<file path="src/rtl/multicycle_alu.sv">
// Registered ALU with a valid/ready request side and a held result side.
// Define MULTICYCLE_ALU_MULDIV_EN to build the iterative unsigned MUL/DIV path.
module multicycle_alu #(
    parameter int WIDTH = 32
) (
    input  logic             clk,
    input  logic             reset,
    input  logic             in_valid,
    output logic             in_ready,
    input  logic [3:0]       alu_ct,
    input  logic [WIDTH-1:0] a,
    input  logic [WIDTH-1:0] b,
    output logic             out_valid,
    input  logic             out_ready,
    output logic [WIDTH-1:0] result,
    output logic             zero,
    output logic             overflow,
    output logic             div_by_zero
);
    localparam logic [3:0] OP_AND = 4'd0;
    localparam logic [3:0] OP_OR  = 4'd1;
    localparam logic [3:0] OP_ADD = 4'd2;
    localparam logic [3:0] OP_SUB = 4'd6;
    localparam logic [3:0] OP_SLT = 4'd7;
    localparam logic [3:0] OP_NOR = 4'd12;

    typedef enum logic [1:0] {IDLE, CALC, DONE} state_t;

    state_t           state_reg;
    logic [WIDTH-1:0] result_reg;
    logic             zero_reg;
    logic             overflow_reg;
    logic             dbz_reg;

    logic [WIDTH-1:0] sum_next;
    logic [WIDTH-1:0] diff_next;
    logic [WIDTH-1:0] fast_next;
    logic             ovf_next;

    assign in_ready    = (state_reg == IDLE);
    assign out_valid   = (state_reg == DONE);
    assign result      = result_reg;
    assign zero        = zero_reg;
    assign overflow    = overflow_reg;
    assign div_by_zero = dbz_reg;

    // Single-cycle results come straight from the inputs and are registered at accept.
    always_comb begin
        sum_next  = a + b;
        diff_next = a - b;
        fast_next = '0;
        ovf_next  = 1'b0;
        case (alu_ct)
            OP_AND: fast_next = a & b;
            OP_OR:  fast_next = a | b;
            OP_NOR: fast_next = ~(a | b);
            OP_SLT: fast_next = {{(WIDTH-1){1'b0}}, ($signed(a) < $signed(b))};
            OP_ADD: begin
                fast_next = sum_next;
                ovf_next  = (a[WIDTH-1] == b[WIDTH-1]) && (sum_next[WIDTH-1] != a[WIDTH-1]);
            end
            OP_SUB: begin
                fast_next = diff_next;
                ovf_next  = (a[WIDTH-1] != b[WIDTH-1]) && (diff_next[WIDTH-1] != a[WIDTH-1]);
            end
            default: fast_next = '0;
        endcase
    end

`ifdef MULTICYCLE_ALU_MULDIV_EN
    localparam logic [3:0] OP_MUL = 4'd8;
    localparam logic [3:0] OP_DIV = 4'd9;
    localparam int         CW     = $clog2(WIDTH + 1);

    logic [CW-1:0]    count_reg;
    logic             is_div_reg;
    logic [WIDTH-1:0] acc_reg;   // partial product or remainder
    logic [WIDTH-1:0] sh_reg;    // multiplier bits or dividend/quotient bits
    logic [WIDTH-1:0] opa_reg;   // shifted multiplicand
    logic [WIDTH-1:0] opb_reg;   // divisor

    logic [WIDTH-1:0] mul_acc_next;
    logic [WIDTH:0]   div_shift;
    logic [WIDTH:0]   div_diff;
    logic             div_ge;
    logic [WIDTH-1:0] div_rem_next;
    logic [WIDTH-1:0] div_quo_next;
    logic [WIDTH-1:0] calc_next;

    always_comb begin
        mul_acc_next = acc_reg + (sh_reg[0] ? opa_reg : '0);
        div_shift    = {acc_reg, sh_reg[WIDTH-1]};
        div_diff     = div_shift - {1'b0, opb_reg};
        div_ge       = ~div_diff[WIDTH];
        div_rem_next = div_ge ? div_diff[WIDTH-1:0] : div_shift[WIDTH-1:0];
        div_quo_next = {sh_reg[WIDTH-2:0], div_ge};
        calc_next    = is_div_reg ? div_quo_next : mul_acc_next;
    end
`endif

    always_ff @(posedge clk or posedge reset) begin
        if (reset) begin
            state_reg    <= IDLE;
            result_reg   <= '0;
            zero_reg     <= 1'b0;
            overflow_reg <= 1'b0;
            dbz_reg      <= 1'b0;
`ifdef MULTICYCLE_ALU_MULDIV_EN
            count_reg    <= '0;
            is_div_reg   <= 1'b0;
            acc_reg      <= '0;
            sh_reg       <= '0;
            opa_reg      <= '0;
            opb_reg      <= '0;
`endif
        end else begin
            case (state_reg)
                IDLE: begin
                    if (in_valid) begin
                        state_reg    <= DONE;
                        result_reg   <= fast_next;
                        zero_reg     <= (fast_next == '0);
                        overflow_reg <= ovf_next;
                        dbz_reg      <= 1'b0;
`ifdef MULTICYCLE_ALU_MULDIV_EN
                        if (alu_ct == OP_MUL || (alu_ct == OP_DIV && b != '0)) begin
                            state_reg  <= CALC;
                            count_reg  <= CW'(WIDTH);
                            is_div_reg <= (alu_ct == OP_DIV);
                            acc_reg    <= '0;
                            sh_reg     <= (alu_ct == OP_DIV) ? a : b;
                            opa_reg    <= a;
                            opb_reg    <= b;
                        end else if (alu_ct == OP_DIV) begin
                            result_reg <= '1;
                            zero_reg   <= 1'b0;
                            dbz_reg    <= 1'b1;
                        end
`endif
                    end
                end
                CALC: begin
`ifdef MULTICYCLE_ALU_MULDIV_EN
                    count_reg <= count_reg - 1'b1;
                    if (is_div_reg) begin
                        acc_reg <= div_rem_next;
                        sh_reg  <= div_quo_next;
                    end else begin
                        acc_reg <= mul_acc_next;
                        sh_reg  <= sh_reg >> 1;
                        opa_reg <= opa_reg << 1;
                    end
                    // The last iteration's value goes straight into the result register.
                    if (count_reg == CW'(1)) begin
                        state_reg    <= DONE;
                        result_reg   <= calc_next;
                        zero_reg     <= (calc_next == '0);
                        overflow_reg <= 1'b0;
                        dbz_reg      <= 1'b0;
                    end
`else
                    state_reg <= IDLE;
`endif
                end
                DONE: begin
                    if (out_ready) begin
                        state_reg <= IDLE;
                    end
                end
                default: state_reg <= IDLE;
            endcase
        end
    end
endmodule
</file>
<file path="config.mk">
export PLATFORM = sky130hd
export DESIGN_NAME = multicycle_alu
export DESIGN_NICKNAME = d
export VERILOG_FILES = /design/src/rtl/multicycle_alu.sv
export SDC_FILE = /design/constraint.sdc
export NUM_CORES = 1
export LEC_CHECK = 0
export BUFFER_PORTS_ARGS = -buffer_cell sky130_fd_sc_hd__buf_2
export CORE_UTILIZATION = 48
export CTS_BUF_LIST = sky130_fd_sc_hd__clkbuf_8
export CTS_CLUSTER_SIZE = 10
export DETAILED_ROUTE_END_ITERATION = 7
export PLACE_DENSITY = 0.69
export SLEW_MARGIN = 0
export SYNTH_ARGS = -nofsm -noshare
export SYNTH_HDL_FRONTEND = slang
export SYNTH_SLANG_ARGS = --single-unit
</file>
<file path="constraint.sdc">
create_clock -name clk -period 2.4 [get_ports clk]
set_input_delay 0.36 -clock clk [delete_from_list [all_inputs] [get_ports clk]]
set_output_delay 0.36 -clock clk [all_outputs]
set_load 0.01 [all_outputs]
</file>
==> Flow_metrics.wiki, run 1 <==
{| class="wikitable"
! Metric !! Value
|-
| Total cell area at the placement stage || 10700 sq um
|-
| Fillers || 742
|-
| Number of pins with negative max-slew slack in the final report || 0
|-
| Fraction of the mapped netlist area in simple logic gates || 22.8%
|-
| Design Area, Final || 12300 sq um
|-
| Average wire length per cell after detail routing || 20.8 um
|-
| NetSw || 1.99 mW
|-
| Fraction of power spent switching nets || 43.8%
|-
| CTS tree || built
|-
| Hold Path Class || in -> async
|-
| Final Skew || 0.0140 ns
|-
| Fraction of the yosys area taken by sequential cells || 12.7%
|-
| Internal cell power || 2.56 mW
|-
| TNS Setup || -6.19 ns
|-
| Sink count of the clock tree || 35
|-
| Via count || 10200
|-
| Final critical-path share of the clock period || 126%
|-
| Global-route wire length before repair || 48200 um
|-
| Storage element area || 876 sq um
|-
| DIE AREA || 14900 sq um
|-
| Chip height || 122 um
|-
| Leading cell types by total area after synthesis || ha_1, dfrtp_1, nor2_1, nand2_1, inv_1
|-
| Initial antenna violation count || 2
|-
| Synthesis-stage register bit count || 35
|-
| Layout overhead on the synthesized area || 77.8%
|-
| Clock latency reported for the late side of the worst-skew pair || 0.31 ns
|-
| Number of flops mapped to enable cells by yosys || 0
|-
| Vias per Instance || 6.29
|-
| Number of max-cap violations || 0
|-
| CORE AREA || 14000 sq um
|-
| Mean Syn Cell Area || 7.15 sq um
|-
| # rows || 43
|-
| Area share of the largest cell type after synthesis || 18.6%
|-
| Slew @ Worst Pin || 0.585 ns
|-
| Tightest hold margin || 0.147 ns
|-
| RSZ-0062 raised after global routing || yes
|-
| Portion of total power attributed to the clock network || 13.2%
|-
| Worst slew margin || 60.6%
|-
| Ratio of cells with drive above 1 in the final layout || 52.8%
|-
| Port buffer count || 107
|-
| First-pass DRT Iterations || 6
|-
| Compound-Gate Fraction of Synth Area || 34.1%
|-
| Post-Synth XOR/XNOR Area || 0.760%
|-
| Number of instances in the synthesized netlist || 966
|-
| Synthesized net count || 1143
|-
| Status || complete, but fails checks
|-
| Worst slack, placed || -1.07 ns
|-
| Type of destination of the critical path || flop
|-
| Maximum number of pins on one net before global-route repair || 49
|-
| Asr flop ratio synth || 100%
|-
| Period minus WS final || 3.03 ns
|-
| Peak clock frequency supported by timing || 330 MHz
|-
| Sum of routed wire length over all layers || 33800 um
|-
| Num ports || 109
|-
| Post-synthesis cell type count || 99
|-
| CP arrival || 3.28 ns
|-
| Number of nets with antenna violations after detailed routing || 0
|-
| Leakage power figure || 5.91 nW
|-
| Number of flip-flops in the largest register || 32
|-
| Total gr overflow || 0
|-
| Area occupied by multi-input gates || 6630 sq um
|-
| Synth warn || 0
|-
| Slowest Stage Delay on Critical Path || 0.51 ns
|-
| Final number of hold-violating endpoints || 0
|-
| Net count, final || 1621
|-
| Most used cell, CP || o211ai_1
|-
| Relative contribution of sequential cells to total power || 17.7%
|-
| Floorplan die width || 122 um
|-
| Remaining routing DRC violations || 0
|-
| RePlAce Congestion || 1.02
|-
| Worst-path clk slew || 0.09 ns
|-
| Type of element launching the critical path || input port
|-
| Worst IR drop on VDD || 0.192 mV
|-
| Failing checks || negative setup slack
|-
| Cell type contributing the most total cell area after synthesis || ha_1
|-
| Crit path buf inv count || 3
|-
| Vias in the first global route || 9514
|-
| Cell at the slowest stage of the critical path || or4bb_1
|-
| Non-filler cells, final || 1626
|-
| HPWL after detailed placement || 23200 um
|-
| Clock Tree Root || clkbuf_8
|-
| Critical path cell sequence || buf_8 > inv_6 > ha_4 > o211ai_1 > buf_4 > o211ai_1 > a21o_2 > a31oi_4 > nor2_1 > a311oi_1 > a31oi_1 > or4bb_1 > nor4_2 > nand4_1 > o21ai_1
|-
| Final setup margin || -0.633 ns
|-
| Num CTS Buffers || 5
|-
| Critical-path maximum fanout || 4
|-
| Overall fraction of global-route tracks in use || 41.6%
|-
| Longest Clk Path Bufs || 2
|-
| Total power consumption of the routed design || 4.55 mW
|-
| Multiplexer share of the synthesized area || 1.05%
|-
| # setup viols final || 22
|-
| Required time of the worst setup path || 2.64 ns
|-
| Depth of the CTS H-tree || 2
|-
| Most common flop cell mapped by yosys || dfrtp_1
|-
| Kind of critical path || in -> reg
|-
| Post-Synth Adder-Cell Area || 19.2%
|-
| Proportion of power drawn by combinational gates || 69.1%
|-
| Effective utilization at floorplan || 49.4%
|-
| Layout Utilization || 87.8%
|-
| Total power divided by cell area || 370 nW/um^2
|-
| Dominant combinational cell family by area after synthesis || compound AO/OA/AOI/OAI gates
|-
| Netlist Area Pre-Place || 6910 sq um
|-
| Instance count after placement with tap cells included || 1573
|-
| Top delay family on crit path || compound AO/OA/AOI/OAI gates
|-
| Iter 0 DRT Violations || 1352
|}
-- cells in the final DEF (no fill, tap or decap), types with 7 or more instances in the layout --
cell,instances
dfrtp_1,35
nand2b_1,8
nand3_1,12
ha_2,8
a211oi_1,8
nor3_1,13
o211ai_1,11
inv_2,17
buf_8,11
a221oi_1,13
o31a_1,8
nor2_2,7
ha_4,21
o21ai_1,10
nand2_1,94
nand4_1,12
a21oi_4,10
buf_2,87
a21o_1,12
o21ai_0,42
nand2_2,11
o21ai_2,20
ha_1,74
a31oi_1,8
buf_4,377
a21oi_1,45
inv_4,13
buf_6,43
inv_1,65
nor2_1,96
a221o_1,22
a21oi_2,16
-- synth_stat cells (5+ instances only) --
cell	n
a211oi_1	14
a21o_1	13
a21oi_1	67
a221o_1	22
a221oi_1	14
a22oi_1	5
a311oi_1	6
a31oi_1	12
and2_1	5
and3_1	6
buf_2	14
buf_6	6
clkbuf_1	25
dfrtp_1	35
ha_1	103
inv_1	94
inv_2	5
mux2i_1	5
nand2_1	105
nand2b_1	10
nand3_1	16
nand4_1	12
nor2_1	106
nor2b_1	9
nor3_1	18
nor4_1	9
o211ai_1	11
o21a_1	6
o21ai_0	67
o21ai_1	5
o21bai_1	5
o221ai_1	6
o22ai_1	6
o31a_1	8
o31ai_1	8
xnor2_1	5
-- worst paths after layout --
path / from / endpoint / slack [ns] / cells after the start
min in group clk: out_ready / state_reg[1] / 0.25 / 2
hold reg to reg: result[26] / result[26] / 0.46 / 2
max in group asynchronous: reset / result[2] / 1.91 / 3
setup / recovery: b[2] / zero / -0.63 / 15
setup reg to reg: state_reg[1] / zero / -0.08 / 10
hold / removal: reset / result[21] / 0.15 / 3
-- layout make-up --
class / count / share of cell area (%)
Inverter: 99 / 3.45
Antenna cell: 1 / 0.0204
Multi-Input combinational cell: 780 / 53.9
Sequential cell: 35 / 7.13
Clock buffer: 6 / 0.672
Tap cell: 180 / 1.83
Timing Repair Buffer: 523 / 32.7
Clock inverter: 2 / 0.285
-- logic make-up (layout without fill, tap and decap cells) --
group,count (synthesis),in the layout
and+or+nand+nor,329,329
other,1,2
xor gates and xnor gates,6,6
AOI/OAI and AO/OA,332,332
DFF,35,35
buffers and inverters,151,630
muxes,7,7
adders and majority gates,105,105
-- power by group through the flow --
stage	Clock (mW)	Sequential, mW	Combinational [mW]
final	0.601	0.804	3.15
after global routing	0.616	0.814	3.31
after CTS	0.580	0.796	2.79
after detailed placement	0	0.807	2.51
after global placement	0	0.802	2.47
after floorplan	0	0.852	1.22
-- per-layer routing --
metal	track usage, %	up-vias	share of wire, %
li1	-	4470	-
met3	8.10	229	9.5
met1	50.1	4805	39
met4	19.8	2	5.8
met2	70.4	714	46
met5	0	-	0.024
-- worst reg2reg max path, delay by kind of cell, from the launching register on --
| family | cells | cell delay [ns] |
|---|---|---|
| compound gates | 2 | 0.51 |
| simple gates | 6 | 1.22 |
| flops | 1 | 0.40 |
| buf+inv | 2 | 0.28 |
-- what timing repair did --
action | CTS | global route
pin swaps | 87 | 65
endpoints found under the setup margin | 25 | 28
hold buffers | 0 | 0
gates resized for setup | 171 | 102
setup buffers | 42 | 18
Power figures use the tool's default switching activity.
==> inputs of run 2 (changes only) <==
- BUFFER_PORTS_ARGS: -buffer_cell sky130_fd_sc_hd__buf_2 -> unset
- DONT_BUFFER_PORTS: unset -> 1
- MAX_ROUTING_LAYER: unset -> met4
- PLACE_DENSITY: 0.69 -> unset
- clock period: 2.4 -> 3.5 ns (I/O delays scaled with it)
==> run 2 against run 1 <==
Compared with the run above: the run now ends clean; utilization down 32 points; count of clock-buffer cells in the layout unchanged; worst hold slack better by 0.11 ns; register-to-register slack better by 1.3 ns; setup slack better by 0.85 ns; via count down 27%; critical path type unchanged; highest routed layer is now met4.
==> Flow_metrics.wiki, run 2 (synthesized netlist as in run 1, its figures left out) <==
{| class="wikitable"
! Metric !! Value
|-
| Status || finished clean (was complete, but fails checks)
|-
| Number of buffers inserted for hold repair after clock tree synthesis || 0 (unchanged)
|-
| Maximum number of pins on one net before global-route repair || 49 (unchanged)
|-
| Non-filler cells, final || 1209 (was 1626)
|-
| Port buffer count || 0 (was 107)
|-
| Worst-path clk slew || 0.08 ns (was 0.09 ns)
|-
| Origin of the worst setup path || b[1] (was b[2])
|-
| Type of element launching the critical path || input port (unchanged)
|-
| Floorplan die width || 122 um (unchanged)
|-
| RSZ-0062 raised after global routing || no (was yes)
|-
| Clock latency reported for the late side of the worst-skew pair || 0.30 ns (was 0.31 ns)
|-
| Number of pins with negative max-slew slack in the final report || 0 (unchanged)
|-
| Critical-path maximum fanout || 5 (was 4)
|-
| Final number of hold-violating endpoints || 0 (unchanged)
|-
| Slew @ Worst Pin || 1.26 ns (was 0.585 ns)
|-
| Peak clock frequency supported by timing || 305 MHz
|-
| Vias per Instance || 6.21 (was 6.29)
|-
| Final Skew || 0.00908 ns (was 0.0140 ns)
|-
| Leakage power figure || 3.71 nW (was 5.91 nW)
|-
| TNS Setup || 0 ns (was -6.19 ns)
|-
| CP arrival || 3.52 ns (was 3.28 ns)
|-
| Longest Clk Path Bufs || 2 (unchanged)
|-
| RePlAce Congestion || 1.00 (was 1.02)
|-
| Internal cell power || 1.19 mW (was 2.56 mW)
|-
| Total cell area at the placement stage || 7720 sq um (was 10700 sq um)
|-
| Critical path cell sequence || inv_1 > ha_1 > a211oi_2 > o21a_1 > o2bb2ai_1 > o21ai_1 > a211oi_1 > nor2_1 > o221ai_1 > a21oi_1 > buf_4 > nor4bb_1 > nand4_1 > o21ai_1 (was buf_8 > inv_6 > ha_4 > o211ai_1 > buf_4 > o211ai_1 > a21o_2 > a31oi_4 > nor2_1 > a311oi_1 > a31oi_1 > or4bb_1 > nor4_2 > nand4_1 > o21ai_1)
|-
| Final critical-path share of the clock period || 93.7%
|-
| CTS tree || built (unchanged)
|-
| Vias in the first global route || 6947 (was 9514)
|-
| Iter 0 DRT Violations || 625 (was 1352)
|-
| Number of max-cap violations || 0 (unchanged)
|-
| Net count, final || 1205 (was 1621)
|-
| CORE AREA || 14000 sq um (unchanged)
|-
| Layout overhead on the synthesized area || 13.5% (was 77.8%)
|-
| Reg-to-reg setup timing slack || 1.22 ns (was -0.08 ns)
|-
| Design Area, Final || 7840 sq um (was 12300 sq um)
|-
| Tightest hold margin || 0.260 ns (was 0.147 ns)
|-
| Average wire length per cell after detail routing || 19.9 um (was 20.8 um)
|-
| Overall fraction of global-route tracks in use || 33.2% (was 41.6%)
|-
| Hold Path Class || in -> async (unchanged)
|-
| Slowest Stage Delay on Critical Path || 0.38 ns (was 0.51 ns)
|-
| Number of flip-flops in the largest register || 32 (unchanged)
|-
| Ratio of cells with drive above 1 in the final layout || 15.8% (was 52.8%)
|-
| Met2 wire len || 10600 um (was 15600 um)
|-
| Initial antenna violation count || 0 (was 2)
|-
| Remaining routing DRC violations || 0 (unchanged)
|-
| Effective utilization at floorplan || 49.4% (unchanged)
|-
| Sum of routed wire length over all layers || 24100 um (was 33800 um)
|-
| Total gr overflow || 0 (unchanged)
|-
| Depth of the CTS H-tree || 2 (unchanged)
|-
| Instance count after placement with tap cells included || 1201 (was 1573)
|-
| Chip height || 122 um (unchanged)
|-
| Worst slew margin || 15.5% (was 60.6%)
|-
| M1 WL || 10800 um (was 13000 um)
|-
| Timing endpoint of the critical path || zero (unchanged)
|-
| # rows || 43 (unchanged)
|-
| Highest-count cells in the layout ignoring fill and taps || nand2_1, nor2_1, buf_4, ha_1, inv_1 (was buf_4, nor2_1, nand2_1, buf_2, ha_1)
|-
| Required time of the worst setup path || 3.74 ns (was 2.64 ns)
|-
| Period minus WS final || 3.28 ns
|-
| Critical R2R Launch || state_reg[1] (unchanged)
|-
| Resized cells post-CTS || 0 (was 171)
|-
| Cell at the slowest stage of the critical path || nor2_1 (was or4bb_1)
|-
| # setup viols final || 0 (was 22)
|-
| Relative contribution of sequential cells to total power || 28.2% (was 17.7%)
|-
| Number of nets with antenna violations after detailed routing || 0 (unchanged)
|-
| NetSw || 0.948 mW (was 1.99 mW)
|-
| Total power consumption of the routed design || 2.13 mW (was 4.55 mW)
|-
| Proportion of power drawn by combinational gates || 53.1% (was 69.1%)
|-
| Via count || 7510 (was 10200)
|-
| Type of destination of the critical path || flop (unchanged)
|-
| Top routing layer used || met4 (was met5)
|-
| Fraction of power spent switching nets || 44.4% (was 43.8%)
|-
| DR WL met3 || 2160 um (was 3210 um)
|-
| HPWL after detailed placement || 19600 um (was 23200 um)
|-
| DIE AREA || 14900 sq um (unchanged)
|-
| Total power divided by cell area || 272 nW/um^2 (was 370 nW/um^2)
|-
| Portion of total power attributed to the clock network || 18.6% (was 13.2%)
|-
| Clock Tree Root || clkbuf_8 (unchanged)
|-
| Num ports || 109 (unchanged)
|-
| Kind of critical path || in -> reg (unchanged)
|-
| Num CTS Buffers || 5 (unchanged)
|-
| Sink count of the clock tree || 35 (unchanged)
|-
| Buffers inserted during post-CTS setup optimization || 0 (was 42)
|-
| Global-route wire length before repair || 37300 um (was 48200 um)
|-
| Worst IR drop on VDD || 0.187 mV (was 0.192 mV)
|-
| First-pass DRT Iterations || 5 (was 6)
|-
| Reg-to-Reg End || zero (unchanged)
|-
| Depth of the worst register-to-register path || 9 (was 10)
|-
| Antenna diodes || 0 (was 1)
|-
| Most used cell, CP || o21ai_1 (was o211ai_1)
|}
run 2: cell types whose count changed in the layout (fill, tap and decap cells not counted), moves of 12 or more:
| cell | before | now |
|---|---|---|
| o21ai_0 | 42 | 67 |
| buf_6 | 43 | 0 |
| o21ai_2 | 20 | 3 |
| inv_2 | 17 | 5 |
| inv_4 | 13 | 0 |
| buf_2 | 87 | 0 |
| a21oi_1 | 45 | 67 |
| a21oi_2 | 16 | 4 |
| ha_4 | 21 | 0 |
| buf_4 | 377 | 104 |
| ha_1 | 74 | 103 |
| inv_1 | 65 | 94 |
run 2: cell type report:
class,count,area [sq um]
clock inverters,2,35.0
fillers,1391,6150
well taps,180,225
flip-flops and latches,35,876
inverters,99,372
multi-input cells,780,5410
repair buffers,107,841
clock buffers,6,82.6
run 2: critical path, delay by kind of cell:
kind            cells  cell delay, ns
simple gates        3            0.84
fa+ha+maj           1            0.30
compound gates      8            1.64
buf+inv             2            0.19
run 2: worst min path at each step:
stage	endpoint	slack [ns]	cells after the start
global route	state_reg[1]	0.31	1
global placement	result[29]	0.52	2
CTS	result[11]	0.29	1
floorplan	result[29]	0.51	2
finish	result[11]	0.26	1
detailed placement	result[15]	0.53	2
run 2: through the flow:
stage,util (%),setup WS [ns]
final,56.1,0.220
after global routing,56.1,0.0320
after CTS,56.1,0.271
after detailed placement,55.2,-0.0340
after global placement,55.2,-0.0104
after floorplan,-,0.269
run 2: power by group through the flow:
stage / sequential, mW / combinational, mW / clock, mW
3_3_place_gp: 0.608 / 1.11 / 0
4_1_cts: 0.604 / 1.11 / 0.399
2_1_floorplan: 0.584 / 0.752 / 0
3_5_place_dp: 0.612 / 1.11 / 0
5_1_grt: 0.616 / 1.24 / 0.423
6_report: 0.603 / 1.13 / 0.398
run 2: metal layers:
layer | GRT usage (%) | up-vias
li1 | - | 3622
met1 | 44.4 | 3493
met2 | 51.0 | 348
met3 | 6.27 | 47
met4 | 8.56 | 0
met5 | - | -
==> inputs of run 3 (changes only) <==
- CORE_UTILIZATION: 48 -> 50
- GPL_TIMING_DRIVEN: unset -> 0
- clock period: 3.5 -> 3.45 ns (I/O delays scaled with it)
==> run 3 against run 2 <==
Compared with the run above: setup slack got worse by 0.19 ns; flip-flop and latch count unchanged; clock power grew 2%; via count is 3.4% higher; sequential power grew 3%; first-iteration DRC count is 12% higher; sequential share of layout area up 0.48 points; die area shrank 3.9%; design area down 4.1%; critical path depth grew 2; clock skew is 0.0082 ns higher; critical path type unchanged; critical endpoint unchanged; largest cell class unchanged.
==> Flow_metrics.wiki, run 3 (synthesized netlist as in run 1, its figures left out) <==
{| class="wikitable"
! Metric !! Value
|-
| Kind of critical path || in -> reg (unchanged)
|-
| Number of max-cap violations || 0 (unchanged)
|-
| Via count || 7766 (was 7510)
|-
| Longest Clk Path Bufs || 2 (unchanged)
|-
| Overall fraction of global-route tracks in use || 37.9% (was 33.2%)
|-
| Final setup margin || 0.0348 ns (was 0.220 ns)
|-
| Worst slack, placed || -0.567 ns (was -0.0340 ns)
|-
| Worst IR drop on VDD || 0.149 mV (was 0.187 mV)
|-
| CP arrival || 3.65 ns (was 3.52 ns)
|-
| DIE AREA || 14300 sq um (was 14900 sq um)
|-
| RePlAce Congestion || 1.01 (was 1.00)
|-
| Highest-count cells in the layout ignoring fill and taps || nand2_1, nor2_1, ha_1, inv_1, o21ai_0 (was nand2_1, nor2_1, buf_4, ha_1, inv_1)
|-
| Status || finished clean (unchanged)
|-
| Floorplan die width || 120 um (was 122 um)
|-
| Number of flip-flops in the largest register || 32 (unchanged)
|-
| Global-route wire length before repair || 41000 um (was 37300 um)
|-
| Required time of the worst setup path || 3.68 ns (was 3.74 ns)
|-
| Average wire length per cell after detail routing || 23.1 um (was 19.9 um)
|-
| Critical-path maximum fanout || 4 (was 5)
|-
| Type of destination of the critical path || flop (unchanged)
|-
| Worst slew margin || 36.0% (was 15.5%)
|-
| Number of pins with negative max-slew slack in the final report || 0 (unchanged)
|-
| Depth of the CTS H-tree || 2 (unchanged)
|-
| Effective utilization at floorplan || 51.8% (was 49.4%)
|-
| TNS Setup || 0 ns (unchanged)
|-
| Clock latency reported for the late side of the worst-skew pair || 0.32 ns (was 0.30 ns)
|-
| Port buffer count || 0 (unchanged)
|-
| HPWL after detailed placement || 20900 um (was 19600 um)
|-
| Initial antenna violation count || 0 (unchanged)
|-
| Vias per Instance || 6.72 (was 6.21)
|-
| Chip height || 120 um (was 122 um)
|-
| Worst-path clk slew || 0.10 ns (was 0.08 ns)
|-
| Vias in the first global route || 7405 (was 6947)
|-
| Clock Tree Root || clkbuf_8 (unchanged)
|-
| Leakage power figure || 3.41 nW (was 3.71 nW)
|-
| Maximum number of pins on one net before global-route repair || 36 (was 49)
|-
| Final critical-path share of the clock period || 99.0%
|-
| Antenna diodes || 0 (unchanged)
|-
| # rows || 42 (was 43)
|-
| Number of nets with antenna violations after detailed routing || 0 (unchanged)
|-
| Layout overhead on the synthesized area || 8.78% (was 13.5%)
|-
| Num ports || 109 (unchanged)
|-
| Ratio of cells with drive above 1 in the final layout || 11.4% (was 15.8%)
|-
| Num CTS Buffers || 5 (unchanged)
|-
| CTS tree || built (unchanged)
|-
| Number of buffers inserted for hold repair after clock tree synthesis || 0 (unchanged)
|-
| Critical R2R Launch || state_reg[1] (unchanged)
|-
| Iter 0 DRT Violations || 702 (was 625)
|-
| Hold Path Class || in -> async (unchanged)
|-
| Origin of the worst setup path || a[0] (was b[1])
|-
| Final number of hold-violating endpoints || 0 (unchanged)
|-
| Total gr overflow || 0 (unchanged)
|-
| First-pass DRT Iterations || 5 (unchanged)
|-
| Period minus WS final || 3.42 ns
|-
| Slew @ Worst Pin || 0.959 ns (was 1.26 ns)
|-
| Remaining routing DRC violations || 0 (unchanged)
|-
| # setup viols final || 0 (unchanged)
|-
| Sink count of the clock tree || 35 (unchanged)
|-
| Peak clock frequency supported by timing || 293 MHz
|-
| Net count, final || 1155 (was 1205)
|-
| Final Skew || 0.0172 ns (was 0.00908 ns)
|-
| Type of element launching the critical path || input port (unchanged)
|-
| Total power consumption of the routed design || 2.16 mW (was 2.13 mW)
|-
| CORE AREA || 13300 sq um (was 14000 sq um)
|-
| Sum of routed wire length over all layers || 26700 um (was 24100 um)
|-
| Total power divided by cell area || 287 nW/um^2 (was 272 nW/um^2)
|}
run 3: cell types whose count changed in the layout (fill, tap and decap cells not counted), moves of 4 or more:
cell      delta
a21oi_1      -4
buf_2       +14
buf_4       -96
buf_6        +7
clkbuf_1    +20
clkbuf_2     +6
run 3: report_power, final:
group	leakage, nW	total [mW]	internal [mW]	switching (mW)
Combinational	2.91	1.13	0.398	0.728
Clock	0.0587	0.407	0.219	0.188
Sequential	0.446	0.623	0.498	0.125
run 3: cell type report:
cell class                 count  area [sq um]
tap                          176           220
sequential                    35           876
timing repair buffer           5          41.3
clock buffer                   5          68.8
fill                        1343          5830
clock inverter                 3          47.5
multi-input combinational    780          5610
inverter                      99           372
buffer                        52           280
run 3: metal layers:
layer / routed length (um) / track usage, % / vias to the layer above / share of wire (%)
li1: - / - / 3525 / -
met1: 11200 / 49.9 / 3663 / 42
met2: 11900 / 59.7 / 502 / 45
met3: 2650 / 6.18 / 76 / 9.9
met4: 924 / 11.3 / 0 / 3.5
met5: 0 / - / - / 0
run 3: what timing repair did:
item / in CTS / in global routing
setup endpoints to repair: 4 / 5
endpoints found under the hold margin: 0 / 0
gates resized for setup: 10 / 35
setup buffers: 1 / 4
pin swaps: 4 / 12
run 3: critical path, stage by stage:
cell and delay [ns]:
inv_1 0.06, ha_1 0.18, inv_1 0.06, fa_1 0.39, nor2b_1 0.17, o221ai_2 0.14
buf_6 0.17, a21oi_2 0.08, o2111ai_2 0.29, a21oi_4 0.16, a311oi_4 0.41, o211a_1 0.21
o211ai_1 0.11, nor4_2 0.31, nand4_1 0.20, o21ai_1 0.17
run 3: final timing paths:
check / to / slack, ns / depth (start not counted)
max: zero / 0.03 / 16
min: result[29] / 0.20 / 1
max reg2reg: zero / 0.85 / 9
min reg2reg: result[25] / 0.55 / 2
max in group asynchronous: result[20] / 2.75 / 1
min in group clk: state_reg[1] / 0.31 / 1
run 3: through the flow:
stage | instance area (sq um) | std cells | util [%] | hold slack, ns
6_report | 7520 | 1155 | 56.3 | 0.205
5_1_grt | 7520 | 1155 | 56.3 | 0.259
4_1_cts | 7320 | 1151 | 54.8 | 0.312
3_5_place_dp | 7140 | 1142 | 53.5 | 0.533
3_3_place_gp | 7130 | 1142 | 53.4 | 0.522
2_1_floorplan | 6910 | 966 | - | 0.507
